[config.mk]
export PLATFORM = sky130hd
export DESIGN_NAME = cla_pipe_addsub
export DESIGN_NICKNAME = d
export VERILOG_FILES = /design/src/rtl/cla_pipe_addsub_pkg.sv /design/src/rtl/cla_pipe_addsub_grp4.sv /design/src/rtl/cla_pipe_addsub.sv
export SDC_FILE = /design/constraint.sdc
export NUM_CORES = 1
export LEC_CHECK = 0
export BUFFER_PORTS_ARGS = -buffer_cell sky130_fd_sc_hd__buf_2
export CAP_MARGIN = 10
export CORE_MARGIN = 2
export CORE_UTILIZATION = 30
export DETAILED_ROUTE_END_ITERATION = 6
export PLACE_DENSITY_LB_ADDON = 0.08
export SLEW_MARGIN = 0
export SYNTH_ARGS = -nofsm -noshare
export SYNTH_HDL_FRONTEND = slang
export SYNTH_HIERARCHICAL = 1
export SYNTH_SLANG_ARGS = --single-unit
[constraint.sdc]
create_clock -name clk -period 5 [get_ports clk]
set_input_delay 0.5 -clock clk [delete_from_list [all_inputs] [get_ports clk]]
set_output_delay 0.5 -clock clk [all_outputs]
set_load 0.005 [all_outputs]
[src/rtl/cla_pipe_addsub_pkg.sv]
// rtl/cla_pipe_addsub_pkg.sv - shared types and lookahead helper for the pipelined CLA
//
// Package cla_pkg
//   GRP_W       : width of one lookahead group (4 bits)
//   grp_res_t   : result of one group {sum nibble, carry out, group G, group P}
//   cla_carries : lookahead carries c1..c4 of a group from bit g, p and carry in
package cla_pkg;

  localparam int GRP_W = 4;

  typedef struct packed {
    logic [GRP_W-1:0] sum;
    logic             cout;
    logic             g;
    logic             p;
  } grp_res_t;

  // Bit i of the result is the carry into bit i+1 (c1..c4), each written
  // out as a flat sum of products so no carry depends on another.
  function automatic logic [GRP_W-1:0] cla_carries(input logic [GRP_W-1:0] g,
                                                   input logic [GRP_W-1:0] p,
                                                   input logic             cin);
    logic [GRP_W-1:0] c;
    c[0] = g[0] | (p[0] & cin);
    c[1] = g[1] | (p[1] & g[0]) | (p[1] & p[0] & cin);
    c[2] = g[2] | (p[2] & g[1]) | (p[2] & p[1] & g[0]) | (p[2] & p[1] & p[0] & cin);
    c[3] = g[3] | (p[3] & g[2]) | (p[3] & p[2] & g[1]) | (p[3] & p[2] & p[1] & g[0])
         | (p[3] & p[2] & p[1] & p[0] & cin);
    return c;
  endfunction

endpackage

[src/rtl/cla_pipe_addsub_grp4.sv]
// rtl/cla_pipe_addsub_grp4.sv - combinational 4-bit carry-lookahead group
//
// Module cla_grp4
//   a, b : operand nibbles (b already inverted for subtraction)
//   cin  : carry into the group
//   res  : {sum nibble, carry out, group generate G, group propagate P}
module cla_grp4
  import cla_pkg::*;
(
  input  logic [GRP_W-1:0] a,
  input  logic [GRP_W-1:0] b,
  input  logic             cin,
  output grp_res_t         res
);

  logic [GRP_W-1:0] g;
  logic [GRP_W-1:0] p;
  logic [GRP_W-1:0] c;

  assign g = a & b;
  assign p = a ^ b;
  assign c = cla_carries(g, p, cin);

  // Carry into bit 0 is cin, carries into bits 1..3 are c1..c3.
  assign res.sum  = p ^ {c[2:0], cin};
  assign res.cout = c[3];
  assign res.g    = g[3] | (p[3] & g[2]) | (p[3] & p[2] & g[1]) | (p[3] & p[2] & p[1] & g[0]);
  assign res.p    = &p;

endmodule

[src/rtl/cla_pipe_addsub.sv]
// rtl/cla_pipe_addsub.sv - pipelined carry-lookahead adder/subtractor, one nibble per stage
//
// Module cla_pipe_addsub #(WIDTH)
//   clk, rst               : clock, asynchronous active-high reset
//   in_valid/in_ready      : operand handshake (a, b, cin, sub)
//   sub                    : 1 = a - b (cin ignored), 0 = a + b + cin
//   out_valid/out_ready    : result handshake (sum, cout, ovf)
//   cout                   : carry out of the MSB (1 = no borrow on subtract)
//   ovf                    : two's-complement signed overflow
// Optional build macro CLA_PIPE_SAT_EN: saturate sum to the signed limit on overflow.
//
// Rank 0 registers the prepared operands at acceptance. Stage k reads rank k,
// resolves nibble k and writes rank k+1; the last stage writes the output
// register, so a beat accepted at edge N is visible after edge N+NUM_GRP.
module cla_pipe_addsub
  import cla_pkg::*;
#(
  parameter int WIDTH = 16
) (
  input  logic             clk,
  input  logic             rst,
  input  logic             in_valid,
  output logic             in_ready,
  input  logic [WIDTH-1:0] a,
  input  logic [WIDTH-1:0] b,
  input  logic             cin,
  input  logic             sub,
  output logic             out_valid,
  input  logic             out_ready,
  output logic [WIDTH-1:0] sum,
  output logic             cout,
  output logic             ovf
);

  localparam int NUM_GRP = WIDTH / GRP_W;
  localparam int LAST    = NUM_GRP - 1;

  if (((WIDTH % GRP_W) != 0) || (WIDTH < GRP_W)) begin : g_width_check
    $error("cla_pipe_addsub: WIDTH must be a multiple of 4 and at least 4");
  end

  // aw[k]: nibbles below k already hold sum bits, nibbles k and up still hold A.
  // bw[k]: effective B; only nibbles k and up are still read downstream.
  logic [WIDTH-1:0]   aw     [NUM_GRP];
  logic [WIDTH-1:0]   bw     [NUM_GRP];
  logic               c      [NUM_GRP];
  logic [NUM_GRP:0]   v;

  logic [WIDTH-1:0]   aw_nxt [NUM_GRP];
  logic [GRP_W-1:0]   s_nib  [NUM_GRP];
  logic               co     [NUM_GRP];

  logic [WIDTH-1:0]   sum_q;
  logic               cout_q;
  logic               ovf_q;

  logic               en;
  logic               c_msb;
  logic               ovf_nxt;
  logic [WIDTH-1:0]   sum_fin;

  assign en        = !v[NUM_GRP] || out_ready;
  assign in_ready  = en;
  assign out_valid = v[NUM_GRP];
  assign sum       = sum_q;
  assign cout      = cout_q;
  assign ovf       = ovf_q;

  for (genvar k = 0; k < NUM_GRP; k++) begin : g_stage
    grp_res_t res;
    logic     unused_gp;

    cla_grp4 u_grp (
      .a   (aw[k][GRP_W*k +: GRP_W]),
      .b   (bw[k][GRP_W*k +: GRP_W]),
      .cin (c[k]),
      .res (res)
    );

    // Splice the freshly resolved nibble into the travelling word.
    assign aw_nxt[k] = (aw[k] & ~(WIDTH'({GRP_W{1'b1}}) << (GRP_W*k)))
                     | (WIDTH'(res.sum) << (GRP_W*k));
    assign s_nib[k]  = res.sum;
    assign co[k]     = res.cout;

    // Group G/P are only needed by a two-level lookahead tree, not by the
    // registered ripple between stages.
    assign unused_gp = res.g ^ res.p;
  end

  // Carry into the MSB recovered from the MSB's own sum bit: s = a ^ b ^ c.
  assign c_msb   = s_nib[LAST][GRP_W-1] ^ aw[LAST][WIDTH-1] ^ bw[LAST][WIDTH-1];
  assign ovf_nxt = c_msb ^ co[LAST];

`ifdef CLA_PIPE_SAT_EN
  // aw[LAST] still holds A's top nibble here, so its MSB gives the direction.
  always_comb begin
    sum_fin = aw_nxt[LAST];
    if (ovf_nxt) begin
      sum_fin = aw[LAST][WIDTH-1] ? {1'b1, {(WIDTH-1){1'b0}}} : {1'b0, {(WIDTH-1){1'b1}}};
    end
  end
`else
  assign sum_fin = aw_nxt[LAST];
`endif

  // Nibbles of B below the last group are dead by the final stage.
  logic unused_bw;
  assign unused_bw = ^bw[LAST];

  always_ff @(posedge clk or posedge rst) begin
    if (rst) begin
      v <= '0;
      for (int k = 0; k < NUM_GRP; k++) begin
        aw[k] <= '0;
        bw[k] <= '0;
        c[k]  <= 1'b0;
      end
      sum_q  <= '0;
      cout_q <= 1'b0;
      ovf_q  <= 1'b0;
    end else if (en) begin
      // Valid bits shift in lockstep; bubbles are carried, not squeezed.
      v     <= {v[NUM_GRP-1:0], in_valid};
      aw[0] <= a;
      bw[0] <= sub ? ~b : b;
      c[0]  <= sub | cin;
      for (int k = 1; k < NUM_GRP; k++) begin
        aw[k] <= aw_nxt[k-1];
        bw[k] <= bw[k-1];
        c[k]  <= co[k-1];
      end
      // Output keeps the last real result across bubbles.
      if (v[LAST]) begin
        sum_q  <= sum_fin;
        cout_q <= co[LAST];
        ovf_q  <= ovf_nxt;
      end
    end
  end

endmodule

Yosys cells after proc, flatten, opt, wreduce, memory -nomap -nowiden
Cells that the tools add are included.
- bits in registers: 155
- bits of input ports: 38
- word-level logic and storage cells: 145
- muxes and demuxes: 1
- bitwise gates (word level): 125
- reduce and logical (&&, ||, !) cells: 3
- operator list (kind ; number):
    1-bit AND ; 64
    1-bit bitwise OR ; 41
    4-bit bitwise XOR ; 8
    4-bit AND ; 4
    16-bit 2-to-1 mux ; 1
    16-bit NOT ; 1
    12-bit by 16-bit bitwise OR with 16-bit output ; 1
    16-bit by 12-bit bitwise OR with 16-bit output ; 1
    16-bit by 4-bit bitwise OR with 16-bit output ; 1
    16-bit by 8-bit bitwise OR with 16-bit output ; 1
    1-bit bitwise XOR ; 3
    2-bit AND reduction ; 1
    1-bit logical NOT ; 1
    1-bit logical OR ; 1

Depth between registers and ports, before layout
- depth after elaboration: 9
- depth in mapped cells: 7

Hierarchy
The synthesis kept the hierarchy.
- modules (own cells, without submodules) (module ; instances ; cells an instance ; area each (um2)):
    cla_pipe_addsub ; 1 ; 320 ; 5255.0
    cla_grp4 at g_stage[0].u_grp ... ; 2 ; 23 ; 195.2
    cla_grp4 at g_stage[2].u_grp ... ; 2 ; 23 ; 193.9

Least setup slack after synthesis
No wires, ideal clock.
- path kind: register to register
- start: register aw[14] in the netlist's numbering
- end: register ovf_q (netlist: ovf)
- library setup time: 0.125 ns
- arrival time: 1.667 ns
- data required time: 4.875 ns
- setup slack: 3.208 ns
- stages on the path, launching flop included: 8
- cell sequence: dfrtp_1 ha_1 a21oi_2 nand3_2 a21o_1 xor2_1 xnor2_1 mux2_2
- RTL lines (element ; RTL line ; source):
    from (decl) ; cla_pipe_addsub.sv:44 ; logic [WIDTH-1:0] aw [NUM_GRP];
    from (signal, indexed assignment) ; cla_pipe_addsub.sv:129 ; aw[k] <= aw_nxt[k-1];
    to (signal assigned) ; cla_pipe_addsub.sv:137 ; ovf_q <= ovf_nxt;
    to (decl) ; cla_pipe_addsub.sv:55 ; logic ovf_q;

Final worst setup path
- start: register v[4]
- end: register aw[55] in the netlist's numbering
- longest elaborated chain between the ends: 2
- RTL lines (element ; RTL line ; source):
    from (decl) ; cla_pipe_addsub.sv:47 ; logic [NUM_GRP:0] v;
    from (signal assigned) ; cla_pipe_addsub.sv:124 ; v <= {v[NUM_GRP-1:0], in_valid};
    1-bit logical NOT ; cla_pipe_addsub.sv:62 ; assign en = !v[NUM_GRP] || out_ready;
    1-bit logical OR ; cla_pipe_addsub.sv:62 ;
Every way passes these cells.
A chain may end at the register's enable or synchronous reset.

==> flow_metrics.tcl <==
set metrics [dict create \
    status "completed" \
    final-setup-viol-count 0 \
    drive_above_1_share 0.451 \
    clock_skew_ns 0.00732 \
    slew_violations 0 \
    hold_viol_final 0 \
    syn_to_final_growth_pct 18.7 \
    clkTransAtPathRegs_ns 0.06 \
    seq_area_sq_mm 0.00328 \
    drt_iter0_drc 122 \
    path_class "reg -> reg" \
    cts_buffers 17 \
    vdd_ir_drop_max_uv 413 \
    yosys_warnings 6 \
    synth_nets 462 \
    hp-class "in -> async" \
    cp.required_ns 5.30 \
    dieArea_sq_mm 0.0210 \
    grt_pass1_wl_microns 16600 \
    fp.dieH_microns 145 \
    cp_slowest_cell "buf_4" \
    htreeDepth 4 \
    grt_usage 0.105 \
    fin_nets 523 \
    p_leak_nw 3.29 \
    cts_tree "yes" \
    worstPathMaxFanout 59 \
    rsz0062_at_grt "no" \
    crit_chain "nand2b_4, buf_4, mux2_2" \
    fp.dieW_microns 145 \
    viasPerCell 4.10 \
    post-route-min-period_ns 2.25 \
    whs_ns 0.214 \
    ant_nets 0 \
    cts_root_buf "clkbuf_16" \
    endpoint_kind "flop" \
    finalPower_w 0.00504 \
    core.rowCount 51 \
    syn_area_sq_mm 0.00595 \
    ioPinCount 58 \
    num_vias 3029 \
    period_share 0.449 \
    fin_setup_tns_ns 0 \
    hpwl_microns 6600 \
    n_fill_cell 1906 \
    syn_inst 400 \
    avgRoutedWirePerCell_microns 13.3 \
    max_slew_margin 0.445 \
    drt-total-wl_microns 9810 \
    n_antenna_cell 0 \
    maxCapViolCount 0 \
    grt_remaining_overflow 0 \
    antenna_found_initial 0 \
    multi_input_area_sq_mm 0.00246 \
    slowest_delay_ns 0.65 \
    numPortBuffers 57 \
    synth_area_per_cell_sq_um 14.9 \
    drc 0 \
    clk_latency_ns 0.41 \
    core_region_area_sq_mm 0.0195 \
    ctsHoldBuffers 0 \
    cts_buffer_depth 2 \
    start_util 0.306 \
    first_global_vias 3145 \
    ctsResizeCount 0 \
    worstMarginPinSlew_ns 0.832 \
    max_freq_ghz 0.445 \
    cts_setup_buffers 0 \
    grt_max_degree 88 \
    gp_congestion 0.667 \
    drt_first_pass_iters 4 \
    clkSinkCount 131 \
    crit_path_start_kind "flop" \
    cp.arrival_ns 2.54 \
    p_per_area_mw_per_mm2 713 \
]
==> power by group <==
group	switching (W)	internal (W)	total, W
Clock	0.000441	0.000855	0.00130
Sequential	0.000303	0.00156	0.00186
Combinational	0.000727	0.00116	0.00188
Total	0.00147	0.00357	0.00504
==> metrics by stage <==
step / instances / instance area, sq um / worst slack [ns] / util
after floorplan: 400 / 5950 / 1.00 / -
after global placement: 707 / 6440 / 2.56 / 0.331
after detailed placement: 707 / 6440 / 2.55 / 0.331
after CTS: 739 / 7060 / 2.75 / 0.363
after global routing: 739 / 7060 / 2.63 / 0.363
final: 739 / 7060 / 2.75 / 0.363
==> final cells by class <==
cell class	instances	share of cell area
Sequential cell	131	0.464
Multi-Input combinational cell	234	0.348
Clock buffer	21	0.0652
Tap cell	265	0.0470
Timing Repair Buffer	60	0.0436
Clock inverter	11	0.0223
Inverter	17	0.00974
==> critical path: cells and delay by family, from the launching register on <==
family / cells / cell delay (ns)
buffers and inverters: 1 / 0.65
and+or+nand+nor: 1 / 0.61
DFF: 1 / 0.41
muxes: 1 / 0.40
==> layer usage <==
layer | vias up | global-route usage | share of wire
li1 | 1514 | - | -
met1 | 1449 | 0.156 | 0.54
met2 | 55 | 0.135 | 0.39
met3 | 11 | 0.0398 | 0.050
met4 | 0 | 0.0445 | 0.018
met5 | - | 0 | 0
==> cells in the final DEF (no fill, tap or decap), drive strengths merged, types with 5 or more instances in the layout <==
master	count
nor2	18
xor2	5
dfrtp	131
a21o	8
inv	17
clkbuf	21
mux2	113
clkinv	6
a21oi	25
xnor2	26
nand3	8
ha	20
buf	60
==> sequential cells by signal, indices dropped and copies added, names as in the netlist <==
name / count
c: 4
v: 5
ovf: 1
bw: 40
aw: 64
sum: 16
cout: 1
==> path summary, 6_finish.rpt <==
kind                            slack (ns)     end    from  depth (start not counted)
max in group asynchronous             3.71    c[0]     rst                          3
min in group clk                      0.32  aw[62]   a[14]                          2
worst min register to register        0.50  sum[1]  sum[1]                          1
worst max-delay path                  2.75  aw[55]    v[4]                          3
worst max register to register        2.75  aw[55]    v[4]                          3
worst min-delay path                  0.21  sum[4]     rst                          2
Note: power is estimated with default switching activity, not from simulation.
